$ cat config.mk
export PLATFORM = sky130hd
export DESIGN_NAME = ras_ctrl
export DESIGN_NICKNAME = d
export VERILOG_FILES = /design/src/rtl/ras_pkg.sv /design/src/rtl/ras_ctrl_bram.sv /design/src/rtl/ras_ctrl.sv
export SDC_FILE = /design/constraint.sdc
export NUM_CORES = 1
export LEC_CHECK = 0
export BUFFER_PORTS_ARGS = -buffer_cell sky130_fd_sc_hd__clkbuf_2
export CAP_MARGIN = 30
export CORE_MARGIN = 2
export CORE_UTILIZATION = 59
export CTS_BUF_LIST = sky130_fd_sc_hd__clkbuf_2 sky130_fd_sc_hd__clkbuf_4 sky130_fd_sc_hd__clkbuf_8
export CTS_CLUSTER_SIZE = 28
export DETAILED_ROUTE_END_ITERATION = 10
export PLACE_DENSITY = 0.89
export SKIP_CTS_REPAIR_TIMING = 1
export SYNTH_ARGS = -nofsm -noshare
export SYNTH_HDL_FRONTEND = slang
export SYNTH_SLANG_ARGS = --single-unit
$ cat constraint.sdc
create_clock -name clk -period 3.4 [get_ports clk]
set_input_delay 0.17 -clock clk [delete_from_list [all_inputs] [get_ports clk]]
set_output_delay 0.17 -clock clk [all_outputs]
set_load 0.005 [all_outputs]
$ cat src/rtl/ras_pkg.sv
// Shared definitions for the return-address-stack controller.
// Latency: n/a (types and helpers only).
// Backpressure: n/a.
package ras_pkg;

  // Controller phases: memory scrub after reset, then normal operation.
  typedef enum logic {
    INIT = 1'b0,
    RUN  = 1'b1
  } ras_state_t;

  // Pointer width for a given entry count; never narrower than one bit.
  function automatic int ptr_w(input int depth);
    return (depth > 1) ? $clog2(depth) : 1;
  endfunction

endpackage

$ cat src/rtl/ras_ctrl_bram.sv
// Dual-port block RAM: port A write-only, port B registered read with sync output clear.
// Latency: port B data appears 1 cycle after b_en; read-first on address collision.
// Backpressure: none, both ports accept an access every cycle.
module ras_ctrl_bram #(
  parameter int DEPTH = 32,
  parameter int WIDTH = 32,
  parameter int ADDR  = ras_pkg::ptr_w(DEPTH),
  parameter int INCR  = 0,
  parameter int OFS   = 0
) (
  input  logic             clk,
  input  logic             a_en,
  input  logic [ADDR-1:0]  a_addr,
  input  logic [WIDTH-1:0] a_data,
  input  logic             b_en,
  input  logic             b_rst,
  input  logic [ADDR-1:0]  b_addr,
  output logic [WIDTH-1:0] b_data
);

  logic [WIDTH-1:0] mem [DEPTH];

  // Logical-to-physical address: optional stride (INCR+1) and base offset.
  function automatic logic [ADDR-1:0] phys(input logic [ADDR-1:0] a);
    return (a * ADDR'(INCR + 1)) + ADDR'(OFS);
  endfunction

  // Port A write.
  always_ff @(posedge clk) begin
    if (a_en) mem[phys(a_addr)] <= a_data;
  end

  // Port B read register; b_rst loads zero in place of a memory read.
  always_ff @(posedge clk) begin
    if (b_rst)     b_data <= '0;
    else if (b_en) b_data <= mem[phys(b_addr)];
  end

endmodule

$ cat src/rtl/ras_ctrl.sv
// Circular return-address stack over a dual-port RAM; optional stats via RAS_CTRL_STATS_EN.
// Latency: pop result 1 cycle after the request; DEPTH-cycle memory scrub after reset.
// Backpressure: ready=0 during scrub and requests are dropped; full stack overwrites oldest entry.
module ras_ctrl
  import ras_pkg::*;
#(
  parameter int DEPTH = 32,
  parameter int WIDTH = 32,
  parameter int ADDR  = $clog2(DEPTH)
) (
  input  logic             clk,
  input  logic             rst_n,
  input  logic             flush,
  input  logic             push,
  input  logic [WIDTH-1:0] push_data,
  input  logic             pop,
  output logic             pop_valid,
  output logic [WIDTH-1:0] pop_data,
  output logic             pop_underflow,
  output logic             ready,
  output logic [ADDR:0]    count,
  output logic             full,
  output logic             empty
`ifdef RAS_CTRL_STATS_EN
  ,
  output logic [15:0]      ovf_cnt,
  output logic [15:0]      udf_cnt
`endif
);

  localparam logic [ADDR:0]   FULL_CNT = (ADDR + 1)'(DEPTH);
  localparam logic [ADDR-1:0] LAST     = ADDR'(DEPTH - 1);

  ras_state_t       state, state_nxt;
  logic [ADDR-1:0]  init_addr;
  logic [ADDR-1:0]  tos;
  logic [ADDR-1:0]  tos_inc;
  logic [ADDR:0]    cnt;
  logic             pv_q, udf_q;

  logic             run;
  logic             do_flush, do_push, do_pop;
  logic             pop_hit, pop_udf, swap, push_adv, overflow;

  logic             a_en, b_en, b_rst;
  logic [ADDR-1:0]  a_addr, b_addr;
  logic [WIDTH-1:0] a_data, b_data;

  // Request decode: flush wins, and nothing is accepted outside RUN.
  assign run      = (state == RUN);
  assign do_flush = run & flush;
  assign do_push  = run & push & ~flush;
  assign do_pop   = run & pop & ~flush;
  assign pop_hit  = do_pop & (cnt != '0);
  assign pop_udf  = do_pop & (cnt == '0);
  assign swap     = do_push & pop_hit;        // replace top in place, pointer still
  assign push_adv = do_push & ~pop_hit;       // includes push alongside an underflowing pop
  assign overflow = push_adv & (cnt == FULL_CNT);
  assign tos_inc  = tos + ADDR'(1);

  // FSM state register.
  always_ff @(posedge clk) begin
    if (!rst_n) state <= INIT;
    else        state <= state_nxt;
  end

  // Scrub address walks every entry once; wraps back to 0 on entering RUN.
  always_ff @(posedge clk) begin
    if (!rst_n)             init_addr <= '0;
    else if (state == INIT) init_addr <= init_addr + ADDR'(1);
  end

  // FSM next state: leave INIT once the last entry has been zeroed.
  always_comb begin
    state_nxt = state;
    case (state)
      INIT:    if (init_addr == LAST) state_nxt = RUN;
      RUN:     state_nxt = RUN;
      default: state_nxt = INIT;
    endcase
  end

  // FSM outputs: ready and the RAM port controls.
  always_comb begin
    ready  = 1'b0;
    a_en   = 1'b0;
    a_addr = tos_inc;
    a_data = push_data;
    b_en   = 1'b0;
    b_addr = tos;
    b_rst  = ~rst_n | pop_udf;
    case (state)
      INIT: begin
        a_en   = 1'b1;
        a_addr = init_addr;
        a_data = '0;
      end
      RUN: begin
        ready  = 1'b1;
        a_en   = do_push;
        a_addr = swap ? tos : tos_inc;
        b_en   = pop_hit;
      end
      default: ;
    endcase
  end

  // Top pointer and occupancy.
  always_ff @(posedge clk) begin
    if (!rst_n) begin
      tos <= LAST;
      cnt <= '0;
    end else if (do_flush) begin
      tos <= LAST;
      cnt <= '0;
    end else if (push_adv) begin
      tos <= tos_inc;
      if (!overflow) cnt <= cnt + (ADDR + 1)'(1);
    end else if (pop_hit && !do_push) begin
      tos <= tos - ADDR'(1);
      cnt <= cnt - (ADDR + 1)'(1);
    end
  end

  // Pop result flags, one cycle behind the accepted request.
  always_ff @(posedge clk) begin
    if (!rst_n) begin
      pv_q  <= 1'b0;
      udf_q <= 1'b0;
    end else begin
      pv_q  <= do_pop;
      udf_q <= pop_udf;
    end
  end

  assign pop_valid     = pv_q;
  assign pop_underflow = udf_q;
  assign pop_data      = pv_q ? b_data : '0;
  assign count         = cnt;
  assign full          = (cnt == FULL_CNT);
  assign empty         = (cnt == '0);

`ifdef RAS_CTRL_STATS_EN
  // Saturating event counters; flush deliberately leaves them alone.
  always_ff @(posedge clk) begin
    if (!rst_n) begin
      ovf_cnt <= '0;
      udf_cnt <= '0;
    end else begin
      if (overflow && ovf_cnt != 16'hFFFF) ovf_cnt <= ovf_cnt + 16'd1;
      if (pop_udf && udf_cnt != 16'hFFFF)  udf_cnt <= udf_cnt + 16'd1;
    end
  end
`endif

  ras_ctrl_bram #(
    .DEPTH (DEPTH),
    .WIDTH (WIDTH),
    .ADDR  (ADDR),
    .INCR  (0),
    .OFS   (0)
  ) u_bram (
    .clk    (clk),
    .a_en   (a_en),
    .a_addr (a_addr),
    .a_data (a_data),
    .b_en   (b_en),
    .b_rst  (b_rst),
    .b_addr (b_addr),
    .b_data (b_data)
  );

endmodule

Yosys cells after proc, flatten, opt, wreduce, memory -nomap -nowiden
Memory sizes are Yosys's and may differ from the RTL's. A register that Yosys moved wholly into a read port is not among the register bits.
Cells that the tools add are included.
{"block": "word_totals", "inputBits": 37, "out_inout_bits": 43, "ff_bits": 19, "n_memories": 1, "word_cells": 53, "mem_bits_rw": 1024}
{"block": "op_classes", "eq_ne": 3, "n_bitwise": 15, "mux": 16, "reduce_logical": 7, "add_sub_neg": 5}
{"memory": "u_bram.mem", "words": 32, "word_bits": 32, "read_ports": 1, "rd_clocked_by_memory_dff": 1, "wr": 1, "line": "ras_ctrl_bram.sv:21", "rtl": "logic [WIDTH-1:0] mem [DEPTH];"}
{"operator": "32-bit two-way mux", "count": 2}
{"operator": "6-bit two-way mux", "count": 3}
{"operator": "5-bit two-way mux", "count": 3}
{"operator": "5-bit by 1-bit adder with 5-bit output, second input constant", "count": 2}
{"operator": "1-bit bitwise AND", "count": 10}
{"operator": "5-bit one-hot mux with 2 select lines", "count": 1}
{"operator": "6-bit by 1-bit adder with 6-bit output, second input constant", "count": 1}
{"operator": "6-bit == test, second input constant", "count": 1}
{"operator": "6-bit zero test", "count": 1}
{"operator": "6-bit nonzero test", "count": 1}
{"operator": "6-bit by 1-bit subtractor with 6-bit output, second input constant", "count": 1}
{"operator": "5-bit == test, second input constant", "count": 1}
{"operator": "1-bit two-way mux", "count": 5}
{"operator": "5-bit by 1-bit subtractor with 5-bit output, second input constant", "count": 1}
{"operator": "1-bit inverter", "count": 4}
{"operator": "1-bit one-hot mux with 2 select lines", "count": 2}
{"operator": "2-bit != test, second input constant", "count": 1}
{"operator": "2-bit AND reduction", "count": 1}
{"operator": "2-bit nonzero test", "count": 1}
{"operator": "2-bit OR reduction", "count": 1}
{"operator": "1-bit logical AND", "count": 1}
{"operator": "1-bit zero test", "count": 1}
{"operator": "1-bit bitwise OR", "count": 1}

Logic depth before layout (Yosys ltp)
{"block": "logic_depth", "word_depth": 8, "mapped_depth": 15, "depth_no_buf": 11}

Hierarchy
From an unflattened synthesis, not the netlist that was laid out.
{"block": "unflattened", "hier_cells": 2448, "hier_area_um2": 42383.1}
{"mod": "ras_ctrl_bram", "seq_area_each_um2": 31390.1, "cells_per_inst": 2238, "area_each_um2": 40740.3, "n_inst": 1}
{"mod": "ras_ctrl", "seq_area_each_um2": 380.4, "cells_per_inst": 210, "area_each_um2": 1642.8, "n_inst": 1}

Worst setup path before layout
No wires, ideal clock.
{"block": "synth_timing", "path_kind": "register to register", "from": "register tos[0], in the netlist b_addr[0]", "to": "memory u_bram.mem[21][0] (enable)", "slack_ps": -358, "arrival_ps": 3337, "stages_incl_launch_ff": 11, "path_buffers": 4, "period_less_slack_ps": 3758, "t_required_ps": 2979, "setup_ps": 421, "cell_sequence": "dfxtp_1 -> buf_6 -> buf_6 -> buf_6 -> buf_6 -> inv_1 -> ha_1 -> a21boi_0 -> o41ai_2 -> nand2_1 -> nor2_1"}
{"block": "synth_via", "elab_chain_cells": 3}
{"element": "start, declared", "line": "ras_ctrl.sv:36", "rtl": "logic [ADDR-1:0] tos;"}
{"element": "start signal, assigned", "line": "ras_ctrl.sv:117", "rtl": "tos <= tos_inc;"}
{"element": "start signal, assigned", "line": "ras_ctrl.sv:120", "rtl": "tos <= tos - ADDR'(1);"}
{"element": "5-bit by 1-bit adder with 5-bit output", "line": "ras_ctrl.sv:59", "rtl": "assign tos_inc = tos + ADDR'(1);"}
{"element": "5-bit two-way mux *", "line": "ras_ctrl.sv:101", "rtl": "a_addr = swap ? tos : tos_inc;"}
{"element": "5-bit one-hot mux with 2 select lines *", "line": "ras_ctrl.sv:92", "rtl": "case (state)"}
{"element": "end, declared", "line": "ras_ctrl_bram.sv:21"}
Mark *: on every way between the ends. The rest lies on a longest branch, timed or not.

Final worst setup path
{"block": "layout_timing", "from": "register cnt[0], in the netlist count[0]", "to": "memory u_bram.mem[21][7] (enable)"}
{"block": "layout_via", "elab_chain_cells": 5}
{"element": "start, declared", "line": "ras_ctrl.sv:38", "rtl": "logic [ADDR:0] cnt;"}
{"element": "start signal, assigned", "line": "ras_ctrl.sv:118", "rtl": "if (!overflow) cnt <= cnt + (ADDR + 1)'(1);"}
{"element": "start signal, assigned", "line": "ras_ctrl.sv:121", "rtl": "cnt <= cnt - (ADDR + 1)'(1);"}
{"element": "6-bit nonzero test", "line": "ras_ctrl.sv:54", "rtl": "assign pop_hit = do_pop & (cnt != '0);"}
{"element": "1-bit bitwise AND", "line": "ras_ctrl.sv:54"}
{"element": "1-bit bitwise AND", "line": "ras_ctrl.sv:56", "rtl": "assign swap = do_push & pop_hit;"}
{"element": "5-bit two-way mux", "line": "ras_ctrl.sv:101"}
{"element": "5-bit one-hot mux with 2 select lines", "line": "ras_ctrl.sv:92"}
No other way between the ends.

==> flow_summary.toml <==
[routing]
wire_per_inst_um = 32.9
first_iter_violations = 3839
vias_per_cell = 6.96
first_pass_iters = 6
route.detailed.drc = 0
final_antenna_net_count = 0
routed-via-count = 22900
wirelength_um = 109000

[synth]
ys_async_sr_fraction_pct = 0
synth_mux_area_share_pct = 15.8
synth_top_family_by_area = "multiplexers"
yosysUniqueCellTypes = 62
syn_area_per_cell_um2 = 21.3
synthesis.area_mm2 = 0.0417
synth_area_leaders = "edfxtp_1 (74%), mux4_2 (14%), dfxtp_1 (2.4%)"
yosys.area_share.simple_pct = 2.58
synth_xor_area_share_pct = 0.294
ys_ff_latch = 1075
synth_fa_ha_area_share_pct = 0.348
ys_seq_area_share_pct = 76.2
synth_compound_area_share_pct = 3.31
yosys.area.top_type = "edfxtp_1"
yosysTopAreaCellShare_pct = 73.7
ys_warn_count = 0
dominantRegCellSynth = "edfxtp_1"
postSynthCellCount = 1957
synth_edf_count = 1024
syn-num-nets = 2005

[floorplan]
io_pins = 80
fp.dieH_um = 270
dieWidth_um = 270
die-area_mm2 = 0.0728
num_rows = 97
start_util_pct = 59.6
core_mm2 = 0.0700

[cts]
clk_latency_ns = 0.83
root_buffer = "clkbuf_8"
clk_path_buf_depth = 3
numClockSinks = 1075
cts_inserted_buffers = 155
htreeDepth = 4
clkTransAtPathRegs_ns = 0.07
cts_tree = "built"

[power]
powerDensity_mw_per_mm2 = 535
leakage_uw = 0.0165
ir_drop_v = 0.000358
power_frac_comb_pct = 1.1
report.power.total_uw = 25600
swShare_pct = 20.2
clkPwrFrac_pct = 42.3
switchingPower_uw = 5150
pwr-share-seq_pct = 56.6
internal_power_uw = 20400

[timing]
relSlewSlack_pct = 20.7
hold_violations = 0
setup_viol = 0
whs_ns = 0.0213
drv_slew = 0
rsz0062_at_grt = "no"
period_share_pct = 95.7
clock.fmax_mhz = 307
skew_ns = 0.0324
worst_pin_slew_ns = 1.19
period_minus_slack_ns = 3.25

[setup_path]
crit_required_ns = 3.86
worstPathMaxFanout = 17
r2r_slack_ns = 0.15
arrival_ns = 3.71
cp-start-kind = "flip-flop"
critPathKind = "flip-flop to flip-flop"
crit_start = "count[0]"
end_kind = "flip-flop"
regToRegStartpoint = "count[0]"

[job]
cap_violations = 0

[global_route]
antenna_found_initial = 2
track_usage_pct = 30.0
grt_pass1_vias = 23100
grt_max_degree = 82
grt.overflow.total = 0
grt_pass1_wl_um = 157000

[final_layout]
postLayoutCoreUtil_pct = 68.2
area_growth_pct = 14.5
antenna_cells = 0
drive_gt1_share_pct = 32.7
nNetsFinal = 2278

[placement]
gp_congestion = 0.844
hpwl_um = 60400
io_buffers = 79

[outcome]
outcome = "finished clean"

[hold_path]
hold_path_class = "primary input to flip-flop"
min_from = "push_data[14]"
[cells in the final DEF (no fill, tap or decap), types with 3 or more instances in the layout]
cell type         n
buf_4            94
a22oi_1          13
edfxtp_1       1024
nor2_4           32
xor2_1            4
clkbuf_2         79
clkbuf_8        175
and2_1           67
clkbuf_4         52
inv_1            12
mux4_2          254
buf_8             3
a21oi_1          20
ha_1             10
dfxtp_1          47
nor2_1           30
a221oi_1         24
clkinv_1         29
buf_12           26
bufinv_16         8
o22ai_1          28
dlygate4sd3_1    13
nor3_1            6
xnor2_1          10
clkinvlp_4        3
a211oi_1          4
and3_1            3
clkinv_2         14
nand2_1          51
o21ai_0           4
buf_16            5
a21o_1            6
nand3_1          14
o21ai_1          29
o221a_1          26
mux2i_1          85
[power by group through the flow]
| stage | clock network [uW] | logic, uW | registers (uW) |
|---|---|---|---|
| 6_report | 10800 | 271 | 14500 |
| 3_3_place_gp | 0 | 242 | 14700 |
| 2_1_floorplan | 0 | 118 | 14700 |
| 4_1_cts | 10900 | 256 | 14500 |
| 5_1_grt | 11400 | 280 | 14500 |
| 3_5_place_dp | 0 | 253 | 14700 |
[synthesized netlist by cell type (6+ instances only)]
master and number:
o22ai_1 28, a21oi_1 20, dfxtp_1 51, ha_1 10, xnor2_1 10, a21o_1 6, mux2i_1 85, and2_1 67
buf_6 12, buf_2 39, nand3_1 14, o221a_1 26, clkbuf_1 37, inv_1 12, nor3_1 6, nor2_1 64
edfxtp_1 1024, buf_4 12, a221oi_1 24, nand2_1 51, a22oi_1 13, o21ai_1 29, mux4_2 254
[layout make-up]
type | instances | area [um2]
flip-flops and latches | 1075 | 31800
fillers | 3815 | 22300
multi-input cells | 761 | 9550
clock buffers | 227 | 2800
repair buffers | 220 | 1930
well taps | 940 | 1180
clock inverters | 55 | 468
inverters | 17 | 66.3
[state kept, by name, summed over array words and instances, names as in the netlist]
register / cells
pop_valid: 1
run: 1
count: 6
u_bram.mem: 1024
b_addr: 5
init_addr: 5
pop_underflow: 1
u_bram.b_data: 32
[worst max-delay path: stages (launching register included)]
cell and delay [ns]:
dfxtp_1 0.48, nor4_2 0.10, a21o_1 0.28, inv_2 0.17, buf_4 0.32, a21boi_0 0.17, o41ai_2 0.40, nand2_1 0.34
nor2_4 0.24, buf_4 0.39
[path summary, 6_finish.rpt]
kind | to | cells past startpoint
hold / removal | u_bram.mem[18][14] | 3
setup reg to reg | u_bram.mem[21][7] | 9
hold reg to reg | u_bram.b_data[3] | 2
setup / recovery | u_bram.mem[21][7] | 9
[layer usage]
layer | routed length, um | track usage (%) | vias up
li1 | - | - | 8752
met1 | 35800 | 38.3 | 11500
met2 | 53300 | 48.5 | 2200
met3 | 13800 | 8.48 | 427
met4 | 5630 | 13.8 | 4
met5 | 34 | 0 | -
[cell families (layout without fill, tap and decap cells)]
| logic type | after synthesis | after routing |
|---|---|---|
| DFF | 1075 | 1075 |
| xor gates and xnor gates | 14 | 14 |
| adders and majority gates | 11 | 11 |
| and+or+nand+nor | 217 | 217 |
| muxes | 340 | 340 |
| buffers and inverters | 121 | 519 |
| AOI/OAI and AO/OA | 179 | 179 |
[stage by stage]
stage                     std cells  instance area (um2)  setup WS, ns  TNS, ns
after detailed placement       2991                44200         0.149        0
final                          3295                47800         0.148        0
after floorplan                1957                41700        -0.358  -185.57
after global routing           3295                47800      0.000878        0
after global placement         2991                44200         0.176        0
after CTS                      3273                47500         0.119        0
Power figures use the tool's default switching activity.
